`config.mk`:
```
export PLATFORM = sky130hd
export DESIGN_NAME = seq_detector_param
export DESIGN_NICKNAME = d
export VERILOG_FILES = /design/src/rtl/seq_detector_param.sv
export SDC_FILE = /design/constraint.sdc
export NUM_CORES = 1
export LEC_CHECK = 0
export CORE_MARGIN = 3
export CORE_UTILIZATION = 55
export CTS_CLUSTER_SIZE = 28
export DETAILED_ROUTE_END_ITERATION = 16
export PLACE_DENSITY = 0.92
export SYNTH_ARGS = -nofsm -noshare
export SYNTH_HDL_FRONTEND = slang
export SYNTH_SLANG_ARGS = --single-unit
```
`constraint.sdc`:
```
create_clock -name clk -period 3.4 [get_ports clk]
set_clock_uncertainty 0.05 [all_clocks]
set_input_delay 0.51 -clock clk [delete_from_list [all_inputs] [get_ports clk]]
set_output_delay 0.51 -clock clk [all_outputs]
set_load 0.1 [all_outputs]
```
`src/rtl/seq_detector_param.sv`:
```
// -----------------------------------------------------------------------------
// seq_detector_param
//
// Serial bit-pattern detector with a run-time loadable N-bit pattern.
// Consumes one bit of x on every rising edge where in_valid is high and
// tracks the longest matched pattern prefix. This gives a KMP-style
// matched-prefix length without a precomputed failure table.
//
// Ports:
//   clk          in   rising-edge clock
//   reset        in   asynchronous, active-high reset
//   x            in   serial data bit
//   in_valid     in   x is consumed on this edge only when high
//   overlap      in   1 = overlapping matches, 0 = each match needs N fresh bits
//   pat_load     in   load pat_in as the new pattern and clear all history
//   pat_in       in   [N-1:0] new pattern; bit N-1 is received first
//   mealy        out  combinational match: the current x completes the pattern
//   moore        out  registered match: high while curstate == N
//   curstate     out  [SW-1:0] registered matched-prefix length, 0..N
//   match_count  out  [CNT_W-1:0] saturating count of mealy matches
// -----------------------------------------------------------------------------
module seq_detector_param #(
  parameter int             N            = 4,
  parameter logic [N-1:0]   INIT_PATTERN = 4'b1001,
  parameter int             CNT_W        = 8,
  parameter int             SW           = $clog2(N+1)
) (
  input  logic             clk,
  input  logic             reset,
  input  logic             x,
  input  logic             in_valid,
  input  logic             overlap,
  input  logic             pat_load,
  input  logic [N-1:0]     pat_in,
  output logic             mealy,
  output logic             moore,
  output logic [SW-1:0]    curstate,
  output logic [CNT_W-1:0] match_count
);

  typedef logic [SW-1:0]    st_t;
  typedef logic [SW:0]      lim_t;
  typedef logic [CNT_W-1:0] cnt_t;

  localparam lim_t LIM_MAX = lim_t'(N-1);
  localparam st_t  ST_FULL = st_t'(N);
  localparam cnt_t CNT_MAX = {CNT_W{1'b1}};

  // Mask selecting the k newest (lowest) bits of an N-bit window.
  function automatic logic [N-1:0] low_mask(input int k);
    return {N{1'b1}} >> (N - k);
  endfunction

  logic [N-1:0] r_pattern;
  logic [N-2:0] r_hist;      // N-1 newest consumed bits, newest in bit 0
  st_t          r_avail;     // usable consumed bits, saturates at N
  st_t          r_state;
  logic         r_moore;
  cnt_t         r_count;

  logic [N-1:0] w_win;       // r_hist with the current x appended
  lim_t         w_avail_ext;
  lim_t         w_lim;       // longest prefix length allowed this edge
  logic         w_mealy;
  st_t          w_pfx;
  st_t          w_next_state;
  st_t          w_next_avail;

  // Match detection and next matched-prefix / availability computation.
  always_comb begin
    w_win       = {r_hist, x};
    w_avail_ext = {1'b0, r_avail};

    if (w_avail_ext >= LIM_MAX) begin
      w_lim = LIM_MAX;
    end else begin
      w_lim = w_avail_ext + lim_t'(1);
    end

    w_mealy = in_valid & ~pat_load & ~reset & (w_avail_ext >= LIM_MAX) &
              (w_win == r_pattern);

    // Largest k whose newest k window bits equal the first k pattern bits.
    // Only bits consumed since the last clear may take part (w_lim).
    w_pfx = '0;
    for (int k = 1; k < N; k++) begin
      if ((lim_t'(k) <= w_lim) &&
          ((w_win & low_mask(k)) == (r_pattern >> (N - k)))) begin
        w_pfx = st_t'(k);
      end else begin
        w_pfx = w_pfx;
      end
    end

    if (w_mealy) begin
      w_next_state = ST_FULL;
    end else begin
      w_next_state = w_pfx;
    end

    // A non-overlapping match forgets all history so the next match
    // has to be built from N fresh bits.
    if (w_mealy && !overlap) begin
      w_next_avail = '0;
    end else if (r_avail == ST_FULL) begin
      w_next_avail = r_avail;
    end else begin
      w_next_avail = r_avail + st_t'(1);
    end
  end

  // Pattern, history, prefix state, Moore flag and match counter.
  always_ff @(posedge clk or posedge reset) begin
    if (reset) begin
      r_pattern <= INIT_PATTERN;
      r_hist    <= '0;
      r_avail   <= '0;
      r_state   <= '0;
      r_moore   <= 1'b0;
      r_count   <= '0;
    end else if (pat_load) begin
      // Load wins over in_valid: the x on this edge is dropped.
      r_pattern <= pat_in;
      r_hist    <= '0;
      r_avail   <= '0;
      r_state   <= '0;
      r_moore   <= 1'b0;
      r_count   <= '0;
    end else if (in_valid) begin
      r_hist  <= w_win[N-2:0];
      r_avail <= w_next_avail;
      r_state <= w_next_state;
      r_moore <= w_mealy;   // next state reaches N only through a match
      if (w_mealy && (r_count != CNT_MAX)) begin
        r_count <= r_count + cnt_t'(1);
      end else begin
        r_count <= r_count;
      end
    end else begin
      r_hist    <= r_hist;
      r_avail   <= r_avail;
      r_state   <= r_state;
      r_moore   <= r_moore;
      r_count   <= r_count;
    end
  end

  assign mealy       = w_mealy;
  assign moore       = r_moore;
  assign curstate    = r_state;
  assign match_count = r_count;

endmodule

```
==> metrics.md, run 1 <==
| Metric | Value |
|---|---|
| Outcome | finished, final reports clean |
| Die Ht | 52.95 um |
| Routability cong. | 0.9508 |
| H-tree depth | 1 |
| Async SR Flop Fraction | 100.0% |
| Area Overhead vs Synth | 22.08% |
| DRC Markers | 0 |
| Initial drt markers | 24 |
| Slowest cell on the critical path | a211oi_1 |
| Clock-pin slew on the worst setup and hold paths | 0.11 ns |
| Max Fclk | 342.8 MHz |
| Num CTS Buffers | 3 |
| CP Buf/Inv Count | 2 |
| Die W | 52.95 um |
| Clk Tree Root Cell | clkbuf_4 |
| Synth Instances | 121 |
| Post-Syn Area per Cell | 10.02 um^2 |
| Kind of critical path | flop to primary output |
| FF-to-FF End | r_avail[0] |
| Final setup vio count | 0 |
| Via density | 5.698 |
| PnR worst setup slack | 0.4826 ns |
| Pre-antenna DRT Iters | 4 |
| Fin crit period | 2.917 ns |
| Total global routing overflow | 0 |
| FF-to-FF path depth | 7 |
| Final hold vios | 0 |
| Number of diodes | 0 |
| Crit path max fanout | 6 |
| Post-Synth Adder-Cell Area | 4.128% |
| CTS tree | built |
| Wire per inst | 13.86 um |
| Main combinational cell family by area after synthesis | simple AND/OR/NAND/NOR gates |
| Worst Path Required | 2.84 ns |
| Crit path launch type | flop |
| DRT Wirelength | 2.342 mm |
| Detailed Place HPWL | 1.796 mm |
| Vias in the first global route | 939 |
| Hold Path Depth | 1 |
| CP most frequent cell | ha_1 |
| First-pass GRT wire length | 4.071 mm |
| Distinct cells, synth | 36 |
| Initial Util | 59.96% |
| Largest net degree at the start of global routing | 22 |
| CTS max path bufs | 2 |
| Mux cell area share after synthesis | 7.843% |
| Delay-heaviest family, CP | compound AO/OA/AOI/OAI gates |
| Synth Flop Type | dfrtp_1 |
| Dpl ws | 0.4872 ns |
| Post-synth EDFFs | 0 |
| Simple-gate share of the synthesized area | 16.62% |
| # nets final | 157 |
| Hold EP | match_count[7] |
| Full die area | 2804 um^2 |
| Worst min path class | flop to flop |
| Arrival time worst endpoint | 2.36 ns |
| Fraction of final layout cells sized beyond drive strength 1 | 12.68% |
| Crit-path cells | ha_1 > ha_1 > a211oi_1 > nor4_4 > nand2_1 > inv_1 > buf_12 |
| Post-route ant nets | 0 |
| Maximum vdd drop | 0.2440 mV |
| Post_cts resized | 0 |
| RSZ-0062 raised after global routing | no |
| CP Depth | 7 |
| PwrDens | 353.0 nW/um^2 |
| Io pins | 23 |
| Worst setup EP type | primary output |
| CTS Hold Buffers Added | 0 |
| YS warnings | 0 |
| IO buf count | 22 |
| Placed Cells | 165 |
| Post-synthesis compound-gate area fraction | 13.42% |
| Final core occ | 73.21% |
| Antenna violations before repair | 0 |
| Worst skew pair latency | 0.30 ns |
| Core ar. | 2022 um^2 |
| Post-synthesis sequential area ratio | 43.55% |
| Leakage | 0.0006393 uW |
| Yosys reg bits | 21 |
| Max-slew violations | 0 |
| Rows | 16 |
| Synth Net Count | 135 |
| Crit-path max cell delay | 0.60 ns |
| R2r setup slk | 1.02 ns |
| Tcrit/Tclk final | 85.80% |
| Least-Margin Pin Slew | 0.9766 ns |
| Max-cap violations | 0 |
| Via count | 963 |
| GRT Resource Usage Total | 20.63% |
| Post-Synth XOR/XNOR Area | 7.946% |
| Setup bufs post-CTS | 0 |
| Relative slew slack | 34.69% |
| Post-synthesis cell area | 1212 um^2 |
| R2r startpoint | r_avail[0] |
| Min-delay src | match_count[7] |
| Layout Cells excl Fill | 169 |
| Clk sinks | 21 |
| Setup TNS | 0 ns |
synth_stat cells, types with 2 or more instances:
cell      instances  area [um^2]
nor2_1            7        26.28
nand4_1           2        12.51
nand2_1          10        37.54
mux2_2            4        45.04
xnor2_1           5        43.79
a31o_2            2        17.52
inv_1            10        37.54
dfstp_2           2        52.55
nand3_1           8        40.04
ha_1              4        50.05
a31oi_1           2        12.51
o32ai_1           4        35.03
and3_1            2        12.51
a21oi_1           2        10.01
clkbuf_1          5        18.77
xor2_1            6        52.55
o21ai_0           5        25.02
mux2i_1           5        50.05
dfrtp_1          19        475.5
metal layers:
metal,global-route usage [%],vias up,wire (um)
li1,-,472,-
met1,25.00,464,1034
met2,34.30,22,1162
met3,3.380,5,88
met4,11.91,0,56
met5,0,-,0
layout make-up:
class                           instances  area, um^2
Clock buffer                            4       26.28
Fill cell                             140       541.8
Inverter                               11       41.29
Multi-Input combinational cell         82       605.6
Sequential cell                        21       528.0
Tap cell                               27       33.78
Timing Repair Buffer                   24       245.2
cells in the final DEF, fill, tap and decap left out, drive strengths merged, types with 3 or more instances in the layout:
| cell | n |
|---|---|
| clkbuf | 4 |
| nand3 | 8 |
| clkdlybuf4s50 | 21 |
| nor2 | 7 |
| mux2i | 5 |
| o32ai | 4 |
| buf | 3 |
| dfrtp | 19 |
| inv | 10 |
| ha | 4 |
| xor2 | 6 |
| mux2 | 4 |
| o21ai | 5 |
| nand2 | 11 |
| xnor2 | 5 |
how the worst max path moves through the flow:
stage          startpoint     to  slack (ns)
2_1_floorplan    pat_load  mealy        0.65
3_3_place_gp     in_valid  mealy        0.53
3_5_place_dp     in_valid  mealy        0.49
4_1_cts          in_valid  mealy        0.48
5_1_grt        r_avail[0]  mealy        0.33
6_report       r_avail[0]  mealy        0.48
state kept, by name, summed over array words and instances (netlist names):
name         flops
match_count      8
r_pattern        4
curstate         3
r_avail          3
r_hist           3
stage by stage:
step	power (uW)	area [um^2]	hold slack, ns
2_1_floorplan	375.9	1212	0.4350
3_3_place_gp	402.2	1454	0.4497
3_5_place_dp	408.0	1454	0.4590
4_1_cts	528.4	1480	0.4776
5_1_grt	554.9	1480	0.5134
6_report	522.5	1480	0.4871
power by group:
part | switching [uW] | internal (uW)
Combinational | 75.2 | 48.8
Clock | 73.6 | 45.8
Sequential | 14.7 | 264
Total | 163 | 359
cell families (layout without fill, tap and decap cells):
logic type | count (synthesis) | after routing
adder cells (fa/ha/maj) | 4 | 4
XOR/XNOR | 11 | 11
buffers and inverters | 18 | 39
AND/OR/NAND/NOR | 36 | 36
flip-flops | 21 | 21
AO/OA/AOI/OAI | 22 | 22
multiplexers | 9 | 9
(Power assumes the default switching activity.)
==> run 2, diff against run 1 <==
--- a/config.mk
+++ b/config.mk
@@ -7,6 +7,7 @@
 export LEC_CHECK = 0
 export CORE_MARGIN = 3
 export CORE_UTILIZATION = 55
+export CTS_BUF_LIST = sky130_fd_sc_hd__clkbuf_8
 export CTS_CLUSTER_SIZE = 28
 export DETAILED_ROUTE_END_ITERATION = 16
 export PLACE_DENSITY = 0.92
==> run 2 against run 1 <==
Register-to-register slack gained 0.02 ns. Global-route usage shrank 0.24 points. Sequential share of layout area shrank 0.45 points. Die area is the same. Clock-buffer cell count shrank 1. Final area grew 1.3%. Via count shrank 0.31%. Sequential power is essentially flat. Flip-flop and latch count is the same. Fmax shrank 0.23%. Final cell count is the same. Combinational power is essentially flat. Critical path type is now input pin to primary output. Critical endpoint unchanged. Largest power group unchanged. Highest routed layer unchanged.
==> metrics.md, run 2 (synthesis gave the netlist of run 1 again) <==
| Metric | Value |
|---|---|
| Filler cells | 136 (-2.9%) |
| Leakage | 0.0006512 uW (+1.9%) |
| Vias in the first global route | 933 (-0.64%) |
| Clock-pin slew on the worst setup and hold paths | 0.07 ns (-0.04 ns) |
| Kind of critical path | input pin to primary output |
| Worst Path Required | 2.84 ns (about the same) |
| H-tree depth | 1 (unchanged) |
| Post-route ant nets | 0 (unchanged) |
| Post_cts resized | 0 (unchanged) |
| Via count | 960 (-0.31%) |
| PnR worst setup slack | 0.4759 ns (-0.006762 ns) |
| First-pass GRT wire length | 4.077 mm (+0.15%) |
| IO buf count | 22 (unchanged) |
| Routability cong. | 0.9508 (unchanged) |
| Total global routing overflow | 0 (unchanged) |
| Outcome | finished, final reports clean |
| Arrival time worst endpoint | 2.36 ns (about the same) |
| Detailed Place HPWL | 1.796 mm (unchanged) |
| Initial drt markers | 20 (-17%) |
| Max Fclk | 342.0 MHz (-0.23%) |
| CTS tree | built |
| Maximum vdd drop | 0.2735 mV (+12%) |
| CTS max path bufs | 2 (unchanged) |
| Wire per inst | 13.97 um (+0.81%) |
| Num CTS Buffers | 3 (unchanged) |
| Commonest non-fill, non-tap cell in the layout | clkdlybuf4s50_1 |
| Worst min path class | flop to flop |
| Dpl ws | 0.4872 ns (unchanged) |
| Largest net degree at the start of global routing | 22 (unchanged) |
| Pre-antenna DRT Iters | 4 (unchanged) |
| Placed Cells | 165 (unchanged) |
| Full die area | 2804 um^2 (unchanged) |
| Setup bufs post-CTS | 0 (unchanged) |
| Max reg flops | 8 (unchanged) |
| # nets final | 157 (unchanged) |
| Die Ht | 52.95 um (unchanged) |
| Final hold vios | 0 (unchanged) |
| Worst setup EP type | primary output |
| Worst skew pair latency | 0.26 ns (-0.04 ns) |
| Core ar. | 2022 um^2 (unchanged) |
| Via density | 5.680 (-0.31%) |
| Antenna violations before repair | 0 (unchanged) |
| Rows | 16 (unchanged) |
| Final core occ | 74.13% (+0.93 points) |
| Clk sinks | 21 (unchanged) |
| CTS Hold Buffers Added | 0 (unchanged) |
| Io pins | 23 (unchanged) |
| Tcrit/Tclk final | 86.00% (+0.20 points) |
| Crit path launch type | input pin |
| Max-slew violations | 0 (unchanged) |
| Max-cap violations | 0 (unchanged) |
| Final setup vio count | 0 (unchanged) |
| Die W | 52.95 um (unchanged) |
| Clk Tree Root Cell | clkbuf_8 |
| Area Overhead vs Synth | 23.63% |
| Total design power | 559.0 uW (+7.0%) |
| Layout Cells excl Fill | 169 (unchanged) |
| DRT Wirelength | 2.361 mm (+0.81%) |
| Fin crit period | 2.924 ns (+0.006762 ns) |
| Fraction of final layout cells sized beyond drive strength 1 | 12.68% (unchanged) |
| RSZ-0062 raised after global routing | no |
| Relative slew slack | 34.78% (+0.088 points) |
| Least-Margin Pin Slew | 0.9753 ns (-0.001317 ns) |
| Setup TNS | 0 ns (unchanged) |
| Initial Util | 59.96% (unchanged) |
| PwrDens | 372.9 nW/um^2 (+5.6%) |
| Number of diodes | 0 (unchanged) |
| GRT Resource Usage Total | 20.39% (-0.24 points) |
| DRC Markers | 0 (unchanged) |
| Most frequent cells in the layout | clkdlybuf4s50_1 (21), dfrtp_1 (19), inv_1 (11) |
| Crit path max fanout | 5 (-1) |
## run 2: changes by cell type in the layout (fill, tap and decap cells not counted), sizes merged
cell / previous run / this run
inv: 10 / 11
clkbuf: 4 / 3
## run 2: report_power, final
group,internal [uW],switching (uW)
Combinational,48.8,75.3
Clock,80.3,75.5
Sequential,265,14.6
## run 2: critical path, stage by stage
cell	delay [ns]
clkdlybuf4s50_1	0.47
or3b_4	0.39
nor4_4	0.44
nand2_1	0.21
inv_1	0.16
buf_12	0.18
## run 2: cell type report
cell class / instances / area (um^2) / share of cell area (%)
Multi-Input combinational cell: 82 / 605.6 / 40.40
Sequential cell: 21 / 528.0 / 35.23
Timing Repair Buffer: 24 / 245.2 / 16.36
Clock buffer: 3 / 41.29 / 2.755
Inverter: 11 / 41.29 / 2.755
Tap cell: 27 / 33.78 / 2.254
Clock inverter: 1 / 3.754 / 0.2504
## run 2: layer usage
layer	part of all wire, %	wire (um)	global-route usage, %
met4	1.6	38	9.362
met3	3.7	88	3.380
met1	44	1033	25.72
met2	51	1201	33.88
met5	0	0	0
## run 2: worst paths after layout
path | start | end | slack, ns | depth (start not counted)
setup / recovery | in_valid | mealy | 0.48 | 6
hold / removal | match_count[4] | match_count[4] | 0.48 | 1
setup reg to reg | r_avail[0] | r_avail[0] | 1.04 | 7
hold reg to reg | match_count[4] | match_count[4] | 0.48 | 1
min in group asynchronous | reset | r_avail[1] | 0.69 | 2
max in group asynchronous | reset | match_count[4] | 2.13 | 2
## run 2: metrics by stage
| stage | instance area, um^2 | hold slack (ns) |
|---|---|---|
| after floorplan | 1212 | 0.4350 |
| after global placement | 1454 | 0.4497 |
| after detailed placement | 1454 | 0.4590 |
| after CTS | 1499 | 0.4716 |
| after global routing | 1499 | 0.5073 |
| final | 1499 | 0.4805 |
